$ cat src/rtl/uart_rx.sv
// uart_rx: oversampling UART receiver, start + D_W data bits (LSB first) [+ parity] + stop.
// Latency: 2-clk input sync; word/strobes appear 1 clk after the mid-stop-bit sample.
// Backpressure: none; ff_full at the stop decision drops the word and pulses rx_overrun.
// Optional parity state and par_err output are built when UART_RX_PARITY_EN is defined.
`timescale 1ns/1ps

module uart_rx #(
  parameter int D_W    = 8,
  parameter int B_TICK = 16
`ifdef UART_RX_PARITY_EN
  , parameter bit PAR_ODD = 1'b0
`endif
) (
  input  logic           clk,
  input  logic           rst_n,
  input  logic           baud_clk,
  input  logic           rx,
  output logic           baud_en,
  output logic [D_W-1:0] rx_data,
  output logic           rx_done,
  output logic           frame_err,
  output logic           rx_overrun,
  output logic           ff_wr_en,
  output logic [D_W-1:0] ff_wr_data,
  input  logic           ff_full
`ifdef UART_RX_PARITY_EN
  , output logic         par_err
`endif
);

  localparam int TW = $clog2(B_TICK);
  localparam int CW = $clog2(D_W + 1);

  localparam logic [TW-1:0] T_HALF   = TW'(B_TICK / 2 - 1);
  localparam logic [TW-1:0] T_FULL   = TW'(B_TICK - 1);
  localparam logic [CW-1:0] LAST_BIT = CW'(D_W - 1);

  localparam logic [2:0] IDLE   = 3'd0;
  localparam logic [2:0] START  = 3'd1;
  localparam logic [2:0] DATA   = 3'd2;
`ifdef UART_RX_PARITY_EN
  localparam logic [2:0] PARITY = 3'd3;
`endif
  localparam logic [2:0] STOP   = 3'd4;

  logic           rx_m;
  logic           rx_s;
  logic           rx_q;
  logic [2:0]     state;
  logic [TW-1:0]  t_counter;
  logic [CW-1:0]  bit_cnt;
  logic [D_W-1:0] shreg;
`ifdef UART_RX_PARITY_EN
  logic           par_bit;
`endif

  // Two-flop synchronizer for the async pin plus one delay flop for edge detection; idle-high reset.
  always_ff @(posedge clk) begin
    if (!rst_n) begin
      rx_m <= 1'b1;
      rx_s <= 1'b1;
      rx_q <= 1'b1;
    end else begin
      rx_m <= rx;
      rx_s <= rx_m;
      rx_q <= rx_s;
    end
  end

  // Frame FSM: mid-bit sampling driven by baud ticks, with registered one-clk result strobes.
  always_ff @(posedge clk) begin
    if (!rst_n) begin
      state      <= IDLE;
      t_counter  <= '0;
      bit_cnt    <= '0;
      shreg      <= '0;
      rx_data    <= '0;
      ff_wr_data <= '0;
      baud_en    <= 1'b0;
      rx_done    <= 1'b0;
      frame_err  <= 1'b0;
      rx_overrun <= 1'b0;
      ff_wr_en   <= 1'b0;
`ifdef UART_RX_PARITY_EN
      par_bit    <= 1'b0;
      par_err    <= 1'b0;
`endif
    end else begin
      rx_done    <= 1'b0;
      frame_err  <= 1'b0;
      rx_overrun <= 1'b0;
      ff_wr_en   <= 1'b0;
`ifdef UART_RX_PARITY_EN
      par_err    <= 1'b0;
`endif
      case (state)
        IDLE: begin
          // Only a genuine 1->0 transition starts a frame; a line stuck low is ignored.
          if (rx_q && !rx_s) begin
            state     <= START;
            t_counter <= '0;
            baud_en   <= 1'b1;
          end
        end

        START: begin
          if (baud_clk) begin
            if (t_counter == T_HALF) begin
              t_counter <= '0;
              if (!rx_s) begin
                state   <= DATA;
                bit_cnt <= '0;
              end else begin
                // Line went back high before mid-start: treat as noise.
                state   <= IDLE;
                baud_en <= 1'b0;
              end
            end else begin
              t_counter <= t_counter + 1'b1;
            end
          end
        end

        DATA: begin
          if (baud_clk) begin
            if (t_counter == T_FULL) begin
              shreg     <= {rx_s, shreg[D_W-1:1]};
              t_counter <= '0;
              bit_cnt   <= bit_cnt + 1'b1;
              if (bit_cnt == LAST_BIT) begin
`ifdef UART_RX_PARITY_EN
                state <= PARITY;
`else
                state <= STOP;
`endif
              end
            end else begin
              t_counter <= t_counter + 1'b1;
            end
          end
        end

`ifdef UART_RX_PARITY_EN
        PARITY: begin
          if (baud_clk) begin
            if (t_counter == T_FULL) begin
              par_bit   <= rx_s;
              t_counter <= '0;
              state     <= STOP;
            end else begin
              t_counter <= t_counter + 1'b1;
            end
          end
        end
`endif

        STOP: begin
          if (baud_clk) begin
            if (t_counter == T_FULL) begin
              state     <= IDLE;
              baud_en   <= 1'b0;
              t_counter <= '0;
              if (!rx_s) begin
                frame_err <= 1'b1;
`ifdef UART_RX_PARITY_EN
              end else if ((^shreg ^ par_bit) != PAR_ODD) begin
                par_err <= 1'b1;
`endif
              end else begin
                rx_data <= shreg;
                rx_done <= 1'b1;
                if (ff_full) begin
                  rx_overrun <= 1'b1;
                end else begin
                  ff_wr_en   <= 1'b1;
                  ff_wr_data <= shreg;
                end
              end
            end else begin
              t_counter <= t_counter + 1'b1;
            end
          end
        end

        default: begin
          state   <= IDLE;
          baud_en <= 1'b0;
        end
      endcase
    end
  end

endmodule

$ cat config.mk
export PLATFORM = sky130hd
export DESIGN_NAME = uart_rx
export DESIGN_NICKNAME = d
export VERILOG_FILES = /design/src/rtl/uart_rx.sv
export SDC_FILE = /design/constraint.sdc
export NUM_CORES = 1
export LEC_CHECK = 0
export ABC_AREA = 1
export BUFFER_PORTS_ARGS = -buffer_cell sky130_fd_sc_hd__buf_2
export CAP_MARGIN = 20
export CORE_ASPECT_RATIO = 1.1
export CORE_MARGIN = 5
export CORE_UTILIZATION = 48
export DETAILED_ROUTE_END_ITERATION = 6
export PLACE_DENSITY = 0.68
export RECOVER_POWER = 50
export REMOVE_ABC_BUFFERS = 1
export SLEW_MARGIN = 15
export SYNTH_ARGS = -nofsm -noshare
export SYNTH_HDL_FRONTEND = slang
export SYNTH_SLANG_ARGS = --single-unit
$ cat constraint.sdc
create_clock -name clk -period 1.6 [get_ports clk]
set_input_delay 0.08 -clock clk [delete_from_list [all_inputs] [get_ports clk]]
set_output_delay 0.08 -clock clk [all_outputs]
set_load 0.01 [all_outputs]
# Word-level counts from Yosys, hierarchy flattened

Cells that the tools add are included.

Bits in registers: 43
Bits of input ports: 5
Output and inout bits: 21
Word-level logic and storage cells: 83

Add/subtract/negate cells: 2
Equality and inequality tests: 17
Muxes and demuxes: 33
Bitwise gates (word level): 2
Reductions and logical operators: 15

Operators by type and width:

| kind                                                            | count |
|---|---|
| 4-bit two-way mux                                               | 10 |
| 3-bit two-way mux                                               | 8 |
| 2-bit != test, second input constant                            | 10 |
| 3-bit case mux with 4 select lines                              | 1 |
| 4-bit case mux with 3 select lines                              | 1 |
| 4-bit AND reduction                                             | 3 |
| 1-bit two-way mux                                               | 10 |
| 5-bit AND reduction                                             | 2 |
| 4-bit by 1-bit adder with 4-bit output, second input constant   | 2 |
| 4-bit by 3-bit == test with 1-bit output, second input constant | 2 |
| 4-bit case mux with 2 select lines                              | 1 |
| 8-bit AND reduction                                             | 1 |
| 7-bit AND reduction                                             | 1 |
| 6-bit AND reduction                                             | 1 |
| 4-bit == test, second input constant                            | 1 |
| 1-bit case mux with 4 select lines                              | 1 |
| 3-bit by 1-bit == test with 1-bit output, second input constant | 1 |
| 3-bit by 2-bit == test with 1-bit output, second input constant | 1 |
| 3-bit == test, second input constant                            | 1 |
| 3-bit zero test                                                 | 1 |
| 3-bit AND reduction                                             | 1 |
| 3-bit nonzero test                                              | 1 |
| 2-bit two-way mux                                               | 1 |
| 2-bit by 1-bit != test with 1-bit output, second input constant | 1 |
| other kinds (5)                                                 | 6 |

# Logic depth before layout (Yosys ltp)

Depth after elaboration: 5
Mapped depth: 10
Mapped depth without buffers: 9

# Worst setup path before layout

Ideal clock, no wire load.

Kind: flip-flop to flip-flop
From: reg t_counter[0]
To: reg ff_wr_data[0]
Setup time: 0.113 ns
Arrival time: 1.310 ns
Required time: 1.487 ns
Path slack: 0.177 ns
Cell stages (with the launch flop): 9
Buffers on the path: 0
Clock period less this slack: 1.423 ns
Cells stage by stage: dfxtp_1 -> ha_1 -> nand3_2 -> nor2_2 -> nand3_4 -> nor2_4 -> inv_2 -> nor2_1 -> nor2_1

Longest elaborated chain between the ends: 2

Ends and longest elaborated chain:

| element                       | RTL line | RTL |
|---|---|---|
| start: declaration            | 50       | `logic [TW-1:0] t_counter;` |
| start signal: assignment      | 119      | `t_counter <= t_counter + 1'b1;` |
| start signal: assignment      | 138      | `t_counter <= t_counter + 1'b1;` |
| start signal: assignment      | 180      | `t_counter <= t_counter + 1'b1;` |
| 4-bit == test                 | 159      | `if (t_counter == T_FULL) begin` |
| 5-bit AND reduction (no line) | --       |  |
| end signal: assignment        | 176      | `ff_wr_data <= shreg;` |
| end: declaration              | 24       | `output logic [D_W-1:0] ff_wr_data,` |

Every way passes these cells.
A chain may end at the register's enable or synchronous reset.

# Final worst setup path

From: reg t_counter[0]
To: reg ff_wr_data[4]

Same word-level chain as after synthesis.

==> metrics.md <==
| Metric | Value |
|---|---|
| Initial antenna violation count | `0` |
| Share of flip-flops with an asynchronous set or reset | `0%` |
| Critical path arrival | `1.72 ns` |
| CTS tree | `yes` |
| GPL Wtd Cong | `approximately 0.86` |
| Final Net Count | `289` |
| Hold path depth | `2` |
| CTS max path bufs | `2` |
| DR top layer | `met4` |
| Setup violations, final | `0` |
| Met2 Wirelength | `~1900 um` |
| Num CTS Buffers | `5` |
| Routed wire length per instance | `approximately 11 um` |
| Total Neg Setup Slack | `0 ns` |
| Reg2reg path depth | `8` |
| Max Transition Viols Final | `0` |
| Data required, critical path | `about 1.8 ns` |
| 1st-iter DRT viols | `around 120` |
| Rel. slew slack | `69.2%` |
| Antenna cells | `0` |
| Synth top area cells | `dfxtp_1 45%, nand2_1 9.3%, nor2_1 7.9%, a21oi_1 4.8%, nand3_1 4.8%` |
| Post-CTS Setup Repair Bufs | `0` |
| Clk sinks | `43` |
| Die H | `75.9 um` |
| Cells after synthesis | `250` |
| CP max FO | `7` |
| Hold Path Class | `primary input to flip-flop` |
| Via density | `~4.9` |
| Min Tclk post-route | `between 1 and 1.5 ns` |
| FF-to-FF End | `ff_wr_data[4]` |
| CP Launch Type | `flip-flop` |
| Clock latency on the worst-skew pair | `~0.3 ns` |
| Total track usage | `between 15 and 20%` |
| H-Tree Depth | `2` |
| Finished Core Util | `a little under three fifths` |
| Cell variety after synth | `30` |
| Syn avg cell area | `7.58 um2` |
| Clock slew at reported path FFs | `approximately 0.080 ns` |
| Setup crit end kind | `flip-flop` |
| Area Growth Syn to Fin | `17.6%` |
| Via count | `1639` |
| Root Buffer Master | `clkbuf_8` |
| Multiplexer share of the synthesized area | `0%` |
| Post-Layout Cell Count | `around 340` |
| Simple-gate share of the synthesized area | `between 30 and 40%` |
| Register bit total from synthesis | `43` |
| Adder-cell share of the synthesized area | `roughly 1.3%` |
| Placed instance count | `around 330` |
| HPWL after detailed placement | `2800 um` |
| Starting density of the core | `between 40 and 50%` |
| Final period util | `between 90 and 100%` |
| Antenna-violating nets left | `0` |
| Core box area | `between 0.003 and 0.004 mm2` |
| Number of global-route vias before repair | `between 1500 and 2000` |
| Status | `completed` |
| Largest family of logic cells by synthesized area | `simple AND/OR/NAND/NOR gates` |
| Row Count | `24` |
| Leakage | `slightly above 0.9 nW` |
| Max-Cap Viols | `0` |
| Die W | `approximately 70 um` |
| Die Area | `approximately 0.0053 mm2` |
| Yosys warning count | `0` |
| Post-synth top area cell | `dfxtp_1` |
| Synth Area in Compound Gates | `between 10% and 20%` |
| Worst Setup SP | `t_counter[0]` |
| Kind of critical path | `flip-flop to flip-flop` |
| First-pass GRT wire length | `6690 um` |
| Met3 wire length | `roughly 160 um` |
| Worst slew pin tran | `between 0.4 and 0.5 ns` |
| Post-synth top flop | `dfxtp_1` |
| Hold worst-path end | `ff_wr_en` |
| Post-synth EDFFs | `0` |
| Total power | `about 3.4 mW` |
| Io pins | `26` |
| Xor-xnor portion of the synthesized cell area | `1.39%` |
| R2R Setup Slk | `about 0.12 ns` |
| Peak VDD IR | `~0.81 mV` |
| Drt total wl | `about 3800 um` |
| Register area share after synthesis | `between 40% and 50%` |
| Hold_sp | `ff_full` |
| Share of the synthesized area in the top cell type | `a little under half` |
| Fraction of layout cells with a size suffix above 1 | `a little under a fifth` |
| PwrDens | `between 1500 and 2000 mW/mm2` |
| Overflow after GRT | `0` |
| Fin. Hold Viols | `0` |
| Mapped cell area | `around 0.0019 mm2` |
| Final Skew | `between 0.006 and 0.007 ns` |
| 1st-pass router iterations | `4` |
| DRC viols | `0` |
| Achievable Freq | `674 MHz` |
| Reg2reg start | `t_counter[0]` |
| Pin count of the biggest net entering global routing | `30` |
| Met1 wire length | `~1800 um` |
| Port-buffer cells | `25` |
==> power breakdown <==
| part | switching, mW | internal [mW] | total (mW) |
|---|---|---|---|
| sequential | 0.139 | 1.19 | 1.33 |
| combinational | 0.784 | 0.439 | 1.22 |
| clock | 0.374 | 0.465 | 0.838 |
| total | 1.30 | 2.09 | 3.39 |
==> logic make-up after synthesis <==
logic type | count (synthesis)
AOI/OAI and AO/OA | 42
xor gates and xnor gates | 3
DFF | 43
and+or+nand+nor | 129
adders and majority gates | 2
buffers and inverters | 31
==> per-stage QoR <==
stage	area, um2	hold WS [ns]	worst slack [ns]
global route	2230	0.0377	-0.0156
detailed placement	2100	0.271	0.0344
CTS	2220	0.0483	0.0151
finish	2230	0.0456	0.116
global placement	2100	0.274	0.101
floorplan	1850	0.160	0.177
==> registers in the layout, summed over array words and instances (netlist names), 3 cells and up <==
register,cells
ff_wr_data,8
state,3
rx_data,8
bit_cnt,4
t_counter,4
shreg,8
==> worst max-delay path by stage <==
stage,endpoint,cells after the start
floorplan,ff_wr_data[0],8
global placement,bit_cnt[0],7
detailed placement,bit_cnt[3],8
CTS,bit_cnt[2],7
global route,ff_wr_data[6],8
finish,ff_wr_data[4],8
==> what timing repair did <==
action	4_1_cts	5_1_grt
hold buffers	1	0
gates resized for setup	0	11
setup endpoints to repair	0	25
hold endpoints to repair	1	0
==> synthesized netlist by cell type, drive strengths merged (3+ instances only) <==
cell type / count
nand2: 51
buf: 3
clkbuf: 4
o21ai: 20
nand3: 22
nor2: 47
dfxtp: 43
a21oi: 20
inv: 24
==> routing by layer <==
metal,up-vias,global-route usage (%)
met5,-,0
met4,0,4.60
met3,6,4.50
met2,21,25.7
met1,744,18.7
li1,868,-
==> critical path, stage by stage (launching register included) <==
cell	delay [ns]
dfxtp_4	0.38
ha_4	0.15
nand3_2	0.12
nor2_4	0.15
nand3_4	0.10
buf_6	0.16
nor3_4	0.23
nand2_1	0.08
nand2_1	0.07
==> area by class of cell <==
class,count,area [um2]
Fill cell,385,1670
Multi-Input combinational cell,176,921
Sequential cell,43,871
Timing Repair Buffer,32,170
Inverter,24,90.1
Clock buffer,5,68.8
Tap cell,52,65.1
Clock inverter,3,43.8
==> cell usage in the layout (no fill, tap or decap), types with 2 or more instances in the layout <==
cell type | synthesis | routed
nand4_1 | 2 | 2
a21oi_2 | 2 | 2
nor2_4 | 2 | 3
nand2_2 | 4 | 4
nand3_4 | 2 | 2
clkbuf_1 | 4 | 21
buf_2 | 0 | 4
inv_2 | 7 | 7
nand3b_1 | 2 | 2
buf_4 | 1 | 4
or2_2 | 2 | 2
nand3_1 | 18 | 18
dfxtp_1 | 43 | 39
dfxtp_2 | 0 | 2
nand2_1 | 47 | 47
clkbuf_8 | 0 | 5
a21oi_1 | 18 | 18
o21ai_2 | 2 | 3
o21ai_0 | 11 | 11
nand3_2 | 2 | 2
nor2_2 | 5 | 4
inv_1 | 17 | 17
dfxtp_4 | 0 | 2
nor2_1 | 40 | 40
o21ai_1 | 7 | 6
xor2_1 | 2 | 2
No activity file was read; power rests on OpenSTA's default activity.
